==> src/rtl/ctrl_interrupciones.sv <==
// Four-source interrupt controller with edge-detected, maskable, fixed-priority requests and a CPU handshake.
// Define CTRL_INTERRUPCIONES_TIMER_EN to replace source 3 with an internal periodic timer.
module ctrl_interrupciones #(
  parameter int SYNC_STAGES = 2,
  parameter int PRESCALE    = 16
) (
  input  logic       clk,
  input  logic       reset,
  input  logic [3:0] ev,
  input  logic       cfg_we,
  input  logic       cfg_addr,
  input  logic [7:0] cfg_data,
  input  logic       ack,
  output logic       interrupcion,
  output logic [1:0] vector,
  output logic [3:0] pending
);

  typedef enum logic [1:0] {IDLE, REQ, GAP} state_t;

  state_t     state_q, state_d;
  logic       int_d;
  logic [1:0] vec_d;
  logic [3:0] sync_q [SYNC_STAGES];
  logic [3:0] edge_q, hist_q, rise, set_req, ack_clr, mask_q, req;

  always_ff @(posedge clk or posedge reset) begin
    if (reset) begin
      for (int k = 0; k < SYNC_STAGES; k++) sync_q[k] <= '0;
      edge_q <= '0;
      hist_q <= '0;
    end else begin
      sync_q[0] <= ev;
      for (int k = 1; k < SYNC_STAGES; k++) sync_q[k] <= sync_q[k-1];
      edge_q <= sync_q[SYNC_STAGES-1];
      hist_q <= edge_q;
    end
  end

  assign rise = edge_q & ~hist_q;

`ifdef CTRL_INTERRUPCIONES_TIMER_EN
  localparam int PW = (PRESCALE > 1) ? $clog2(PRESCALE) : 1;

  logic [7:0]    period_q, count_q;
  logic [PW-1:0] presc_q;
  logic          period_wr, wrap, timer_fire, ev3_unused;

  assign period_wr  = cfg_we && cfg_addr;
  assign wrap       = (presc_q == PW'(PRESCALE - 1));
  assign timer_fire = wrap && (count_q == 8'd1) && !period_wr;
  assign ev3_unused = rise[3];

  // A period write restarts the countdown from a clean prescaler phase.
  always_ff @(posedge clk or posedge reset) begin
    if (reset) begin
      period_q <= '0;
      count_q  <= '0;
      presc_q  <= '0;
    end else if (period_wr) begin
      period_q <= cfg_data;
      count_q  <= cfg_data;
      presc_q  <= '0;
    end else if (wrap) begin
      presc_q <= '0;
      if (count_q == 8'd1)      count_q <= period_q;
      else if (count_q != 8'd0) count_q <= count_q - 8'd1;
    end else begin
      presc_q <= presc_q + PW'(1);
    end
  end

  assign set_req = {timer_fire, rise[2:0]};
`else
  logic cfg_unused;

  assign cfg_unused = ^cfg_data[7:4];
  assign set_req    = rise;
`endif

  always_ff @(posedge clk or posedge reset) begin
    if (reset) mask_q <= '0;
    else if (cfg_we && !cfg_addr) mask_q <= cfg_data[3:0];
  end

  // A new edge in the acknowledge cycle must survive the clear.
  always_ff @(posedge clk or posedge reset) begin
    if (reset) pending <= '0;
    else       pending <= (pending & ~ack_clr) | set_req;
  end

  assign req = pending & mask_q;

  function automatic logic [1:0] highest_prio(input logic [3:0] r);
    if (r[0])      return 2'd0;
    else if (r[1]) return 2'd1;
    else if (r[2]) return 2'd2;
    else           return 2'd3;
  endfunction

  always_ff @(posedge clk or posedge reset) begin
    if (reset) begin
      state_q      <= IDLE;
      interrupcion <= 1'b0;
      vector       <= 2'd0;
    end else begin
      state_q      <= state_d;
      interrupcion <= int_d;
      vector       <= vec_d;
    end
  end

  // Vector is frozen for the whole request; masking or new arrivals never retract it.
  always_comb begin
    state_d = state_q;
    int_d   = interrupcion;
    vec_d   = vector;
    ack_clr = '0;
    case (state_q)
      IDLE: begin
        if (|req) begin
          int_d   = 1'b1;
          vec_d   = highest_prio(req);
          state_d = REQ;
        end
      end
      REQ: begin
        if (ack) begin
          int_d   = 1'b0;
          ack_clr = 4'b0001 << vector;
          state_d = GAP;
        end
      end
      GAP:     state_d = IDLE;
      default: state_d = IDLE;
    endcase
  end

endmodule

==> config.mk <==
export PLATFORM = sky130hd
export DESIGN_NAME = ctrl_interrupciones
export DESIGN_NICKNAME = d
export VERILOG_FILES = /design/src/rtl/ctrl_interrupciones.sv
export SDC_FILE = /design/constraint.sdc
export NUM_CORES = 1
export LEC_CHECK = 0
export CORE_MARGIN = 8
export CORE_UTILIZATION = 46
export DETAILED_ROUTE_END_ITERATION = 10
export PLACE_DENSITY = 0.75
export SLEW_MARGIN = 10
export SYNTH_ARGS = -nofsm -noshare
export SYNTH_HDL_FRONTEND = slang
export SYNTH_SLANG_ARGS = --single-unit
==> constraint.sdc <==
create_clock -name clk -period 1.5 [get_ports clk]
set_clock_uncertainty 0.15 [all_clocks]
set_input_delay 0.15 -clock clk [delete_from_list [all_inputs] [get_ports clk]]
set_output_delay 0.15 -clock clk [all_outputs]
set_load 0.1 [all_outputs]
## Word-level counts from Yosys, hierarchy flattened

Index checks and enable logic that the tools add are counted.

| cells by class | value |
|---|---|
| add/subtract/negate cells | 0 |
| multipliers | 0 |
| divide/modulo/power cells | 0 |
| order comparisons | 0 |
| equality and inequality tests | 3 |
| shift-type cells | 1 |
| muxes and demuxes | 11 |
| bitwise operators | 6 |
| reductions and logical operators | 8 |

Operators with widths:

| cell | number |
|---|---|
| AND 4 bit | 3 |
| 2-to-1 mux 2 bit | 4 |
| 2-to-1 mux 4 bit | 2 |
| inverter 4 bit | 2 |
| != test 2 bit, second input constant | 2 |
| bitwise OR 4 bit | 1 |
| one-hot mux 2 bit (2 select lines) | 1 |
| AND reduction 2 bit | 2 |
| OR reduction 4 bit | 1 |
| left shift 1 x 2 -> 4 bit, first input constant | 1 |
| 2-to-1 mux 1 bit | 3 |
| AND reduction 3 bit | 1 |
| equality test 2 x 1 -> 1 bit, second input constant | 1 |
| logical NOT 2 bit | 1 |
| one-hot mux 1 bit (2 select lines) | 1 |
| nonzero test 2 bit | 1 |
| logical AND 1 bit | 1 |
| logical NOT 1 bit | 1 |

| word-level totals | value |
|---|---|
| flip-flop bits (word level) | 29 |
| bits in latches | 0 |
| bits in writable memories | 0 |
| ROM bits | 0 |
| bits of input ports | 17 |
| output and inout bits | 7 |
| word-level logic and storage cells | 38 |
| memories kept | 0 |

## Longest topological paths before layout

| depth | value |
|---|---|
| depth in word-level cells | 6 |
| gate-level depth with buffers | 3 |
| depth with buffers taken out | 3 |

## Least setup slack after synthesis

Ideal clock, no wire load.

| path | value |
|---|---|
| path type | reg-to-reg |
| from | register vector[0] |
| to | register pending[1] |
| setup time | 135 ps |
| arrival | 1466 ps |
| required time | 1215 ps |
| setup slack | -251 ps |
| cell stages (with the launch flop) | 4 |
| path buffers | 0 |
| period minus slack after synthesis | 1751 ps |
| cell sequence | dfrtp_1 -> inv_1 -> o41ai_1 -> o21ai_1 |

| on the way | value |
|---|---|
| word-level cells in the longest chain between the ends | 6 |

Ends and longest elaborated chain:

| element | RTL line | text |
|---|---|---|
| from (decl) | 15 | `output logic [1:0] vector,` |
| from (signal assigned) | 109 | `vector <= vec_d;` |
| left shift 1 x 2 -> 4 bit | 130 | `ack_clr = 4'b0001 << vector;` |
| 2-to-1 mux 4 bit | 128 | `if (ack) begin` |
| 2-to-1 mux 4 bit | 119 | `case (state_q)` |
| inverter 4 bit | 89 | `else pending <= (pending & ~ack_clr) \| set_req;` |
| AND 4 bit | 89 |  |
| bitwise OR 4 bit | 89 |  |
| to (signal assigned) | 89 |  |
| to (decl) | 16 | `output logic [3:0] pending` |

No other way between the ends.
A chain may end at the register's enable or synchronous reset.

## Worst setup path after layout

| path | value |
|---|---|
| from | register pending[3] |
| to | register interrupcion |

| on the way | value |
|---|---|
| word-level cells in the longest chain between the ends | 4 |

Ends and longest elaborated chain:

| element | RTL line | text |
|---|---|---|
| AND 4 bit | 92 | `assign req = pending & mask_q;` |
| OR reduction 4 bit | 121 | `if (\|req) begin` |
| != test 2 bit (no line) | n/a |  |
| AND reduction 3 bit (no line) | n/a |  |
| to (signal assigned) | 108 | `interrupcion <= int_d;` |
| to (decl) | 14 | `output logic interrupcion,` |

No other way between the ends.

==> impl_metrics.ini <==
[detailed_routing]
wl_um = 1776
vias_per_cell = 5.065
drtAntennaViolNets = 0
remaining_drc_errors = 0
dr_total_vias = 623
avgRoutedWirePerCell_um = 14.44
first_pass_iters = 4
drt_iter0_drc = 11

[sta]
fin_crit_ns = 1.361
setup_tns_ns = 0
report.final.slew_viol_count = 0
tightest_slew_ns = 0.3476
hold_violations = 0
rsz0062_at_grt = no
setup_viol = 0
slew_headroom = 0.7683
period_share = 0.9072
max_freq_mhz = 734.9

[clocking]
cts_repair_resize_count = 0
post_cts_buffers = 0
numCtsBuffers = 5
cts_tree = done
postCtsHoldBufs = 0
clock_sinks = 29
cts_max_level = 2
insertion_delay_ns = 0.31
clk_pin_slew_ns = 0.08
clockBufferDepth = 2
cts-root-buf = clkbuf_4

[layout]
insertedDiodeCount = 0
fill_cells = 140
layout-drive-gt1-share = 0.2500
layout_common_cells = dfrtp_1 (23), clkdlybuf4s50_1 (12), inv_1 (7), buf_12 (7)
finalNonFillerCells = 123
syn_to_final_growth_pct = 36.76
fin_nets = 112
final_common_cell = dfrtp_1

[die]
dieArea_um2 = 3844
fp.dieH_um = 62
rows = 16
initial_utilization = 0.4912
io-pin-count = 24
dieWidth_um = 62
core_um2 = 1982

[yosys]
ys_ff_latch = 29
yosys-mux-area-fraction = 0.04627
synth_fa_ha_area_frac = 0
synth_cells = 68
synth_nets = 85
synthSimpleGateAreaFrac = 0.05013
synth_top_family_by_area = compound AO/OA/AOI/OAI gates
yosysTopAreaCell = dfrtp_1
synth_compound_area_frac = 0.1311
synth_xor_area_frac = 0
synthTopCellsByArea = dfrtp_1 (75%), o21ai_1 (3.1%), inv_1 (2.7%), a21oi_1 (2.6%), mux2_1 (2.3%)
syn_area_per_cell_um2 = 14.32
netlist_area_um2 = 973.4
synth-seq-area-share = 0.7455
synth_top_area_share = 0.7455
ys_types = 18
yosysWarningCount = 0

[global_route]
grt_pass1_wl_um = 2904
grt_busiest_layer = met2
first_global_vias = 653
grt_antenna_before_repair = 0
grt_use_met2 = 0.1711
grt_remaining_overflow = 0
grt_max_degree = 30
grt_usage = 0.1112
use_met1 = 0.1096
use_met3 = 0.07613

[worst_setup_path]
path_class = reg -> reg
slowest_delay_ns = 0.45
crit_fanout = 4
cp_num_buf_inv = 0
worstPathCellList = a22o_1 > a221oi_2 > o31ai_1
r2r_slack_ns = 0.14
cp.required_ns = 1.55
worst_setup_path_end_kind = flip-flop
cp_top_family = compound AO/OA/AOI/OAI gates
cp_slowest_cell = dfrtp_2
worstSetupStartpointType = flip-flop
arrival_ns = 1.41

[status]
status = complete, no violations

[power]
combPwrFrac = 0.455
powerDensity_nw_per_um2 = 2189
p_leak_uw = 0.0005881
power_switching_uw = 1293
p_int_uw = 1622
p_clk_frac = 0.145
power_frac_seq = 0.400
p_sw_frac = 0.4437
vdd_drop_max_mv = 1.510

[run]
drv_cap = 0

[placed_design]
dp.cells = 115
io_buffers = 19
place_congestion = 0.8675

[min_path]
hp-class = in -> async
==> cell families after synthesis <==
group / Yosys count
DFF: 29
AOI/OAI and AO/OA: 19
and+or+nand+nor: 9
buffers and inverters: 7
muxes: 4
==> layer usage <==
| layer | part of all wire | vias up |
|---|---|---|
| met5 | 0 | - |
| met4 | 0.015 | 0 |
| met3 | 0.10 | 5 |
| met2 | 0.49 | 27 |
| met1 | 0.39 | 301 |
| li1 | - | 290 |
==> power by group through the flow <==
| stage | registers (uW) | clock network (uW) | logic, uW |
|---|---|---|---|
| finish | 1170 | 424 | 1330 |
| global route | 1190 | 482 | 1390 |
| CTS | 1160 | 439 | 1340 |
| detailed placement | 1180 | 0 | 1340 |
| global placement | 1160 | 0 | 1310 |
| floorplan | 1720 | 0 | 244 |
==> cells in the mapped netlist (all sizes together) <==
cell    instances
inv             7
a221oi          1
a21oi           5
a22o            2
nand2           4
dfrtp          29
nand4b          1
nor2b           1
nand2b          1
a32o            1
mux2            4
o21ai           7
o41ai           2
nor2            2
o31ai           1
==> cell type report <==
| type | count | area, um^2 | area share |
|---|---|---|---|
| clock buffers | 8 | 48.80 | 0.03665 |
| inverters | 7 | 26.28 | 0.01974 |
| multi-input cells | 32 | 221.5 | 0.1664 |
| flip-flops and latches | 29 | 733.2 | 0.5508 |
| well taps | 27 | 33.78 | 0.02538 |
| repair buffers | 20 | 267.8 | 0.2011 |
==> tightest hold or removal path: cells and delay by family <==
| kind | cells | cell delay [ns] |
|---|---|---|
| buffers and inverters | 3 | 0.76 |
==> through the flow <==
step	utilization	total power (uW)	cell area [um^2]	setup slack [ns]	hold slack, ns
3_3_place_gp	0.6471	2475	1282	0.06511	0.1845
5_1_grt	0.6717	3063	1331	0.07295	0.08883
2_1_floorplan	-	1962	980.9	0.02905	0.03143
4_1_cts	0.6717	2939	1331	0.1584	0.04162
3_5_place_dp	0.6471	2516	1282	0.02947	0.1855
6_report	0.6717	2915	1331	0.1392	0.03978
==> worst paths after layout <==
path | from | to | cells after the start
min in group clk | ev[0] | sync_q[4] | 1
max in group asynchronous | reset | pending[0] | 3
setup reg to reg | pending[3] | interrupcion | 3
hold / removal | reset | mask_q[1] | 3
setup / recovery | pending[3] | interrupcion | 3
hold reg to reg | sync_q[0] | edge_q[0] | 0
==> sequential cells by signal, summed over array words and instances, names as in the netlist <==
register / count
edge_q: 4
hist_q: 4
interrupcion: 1
mask_q: 4
pending: 4
state_q: 2
sync_q: 8
vector: 2
(Power assumes the default switching activity.)
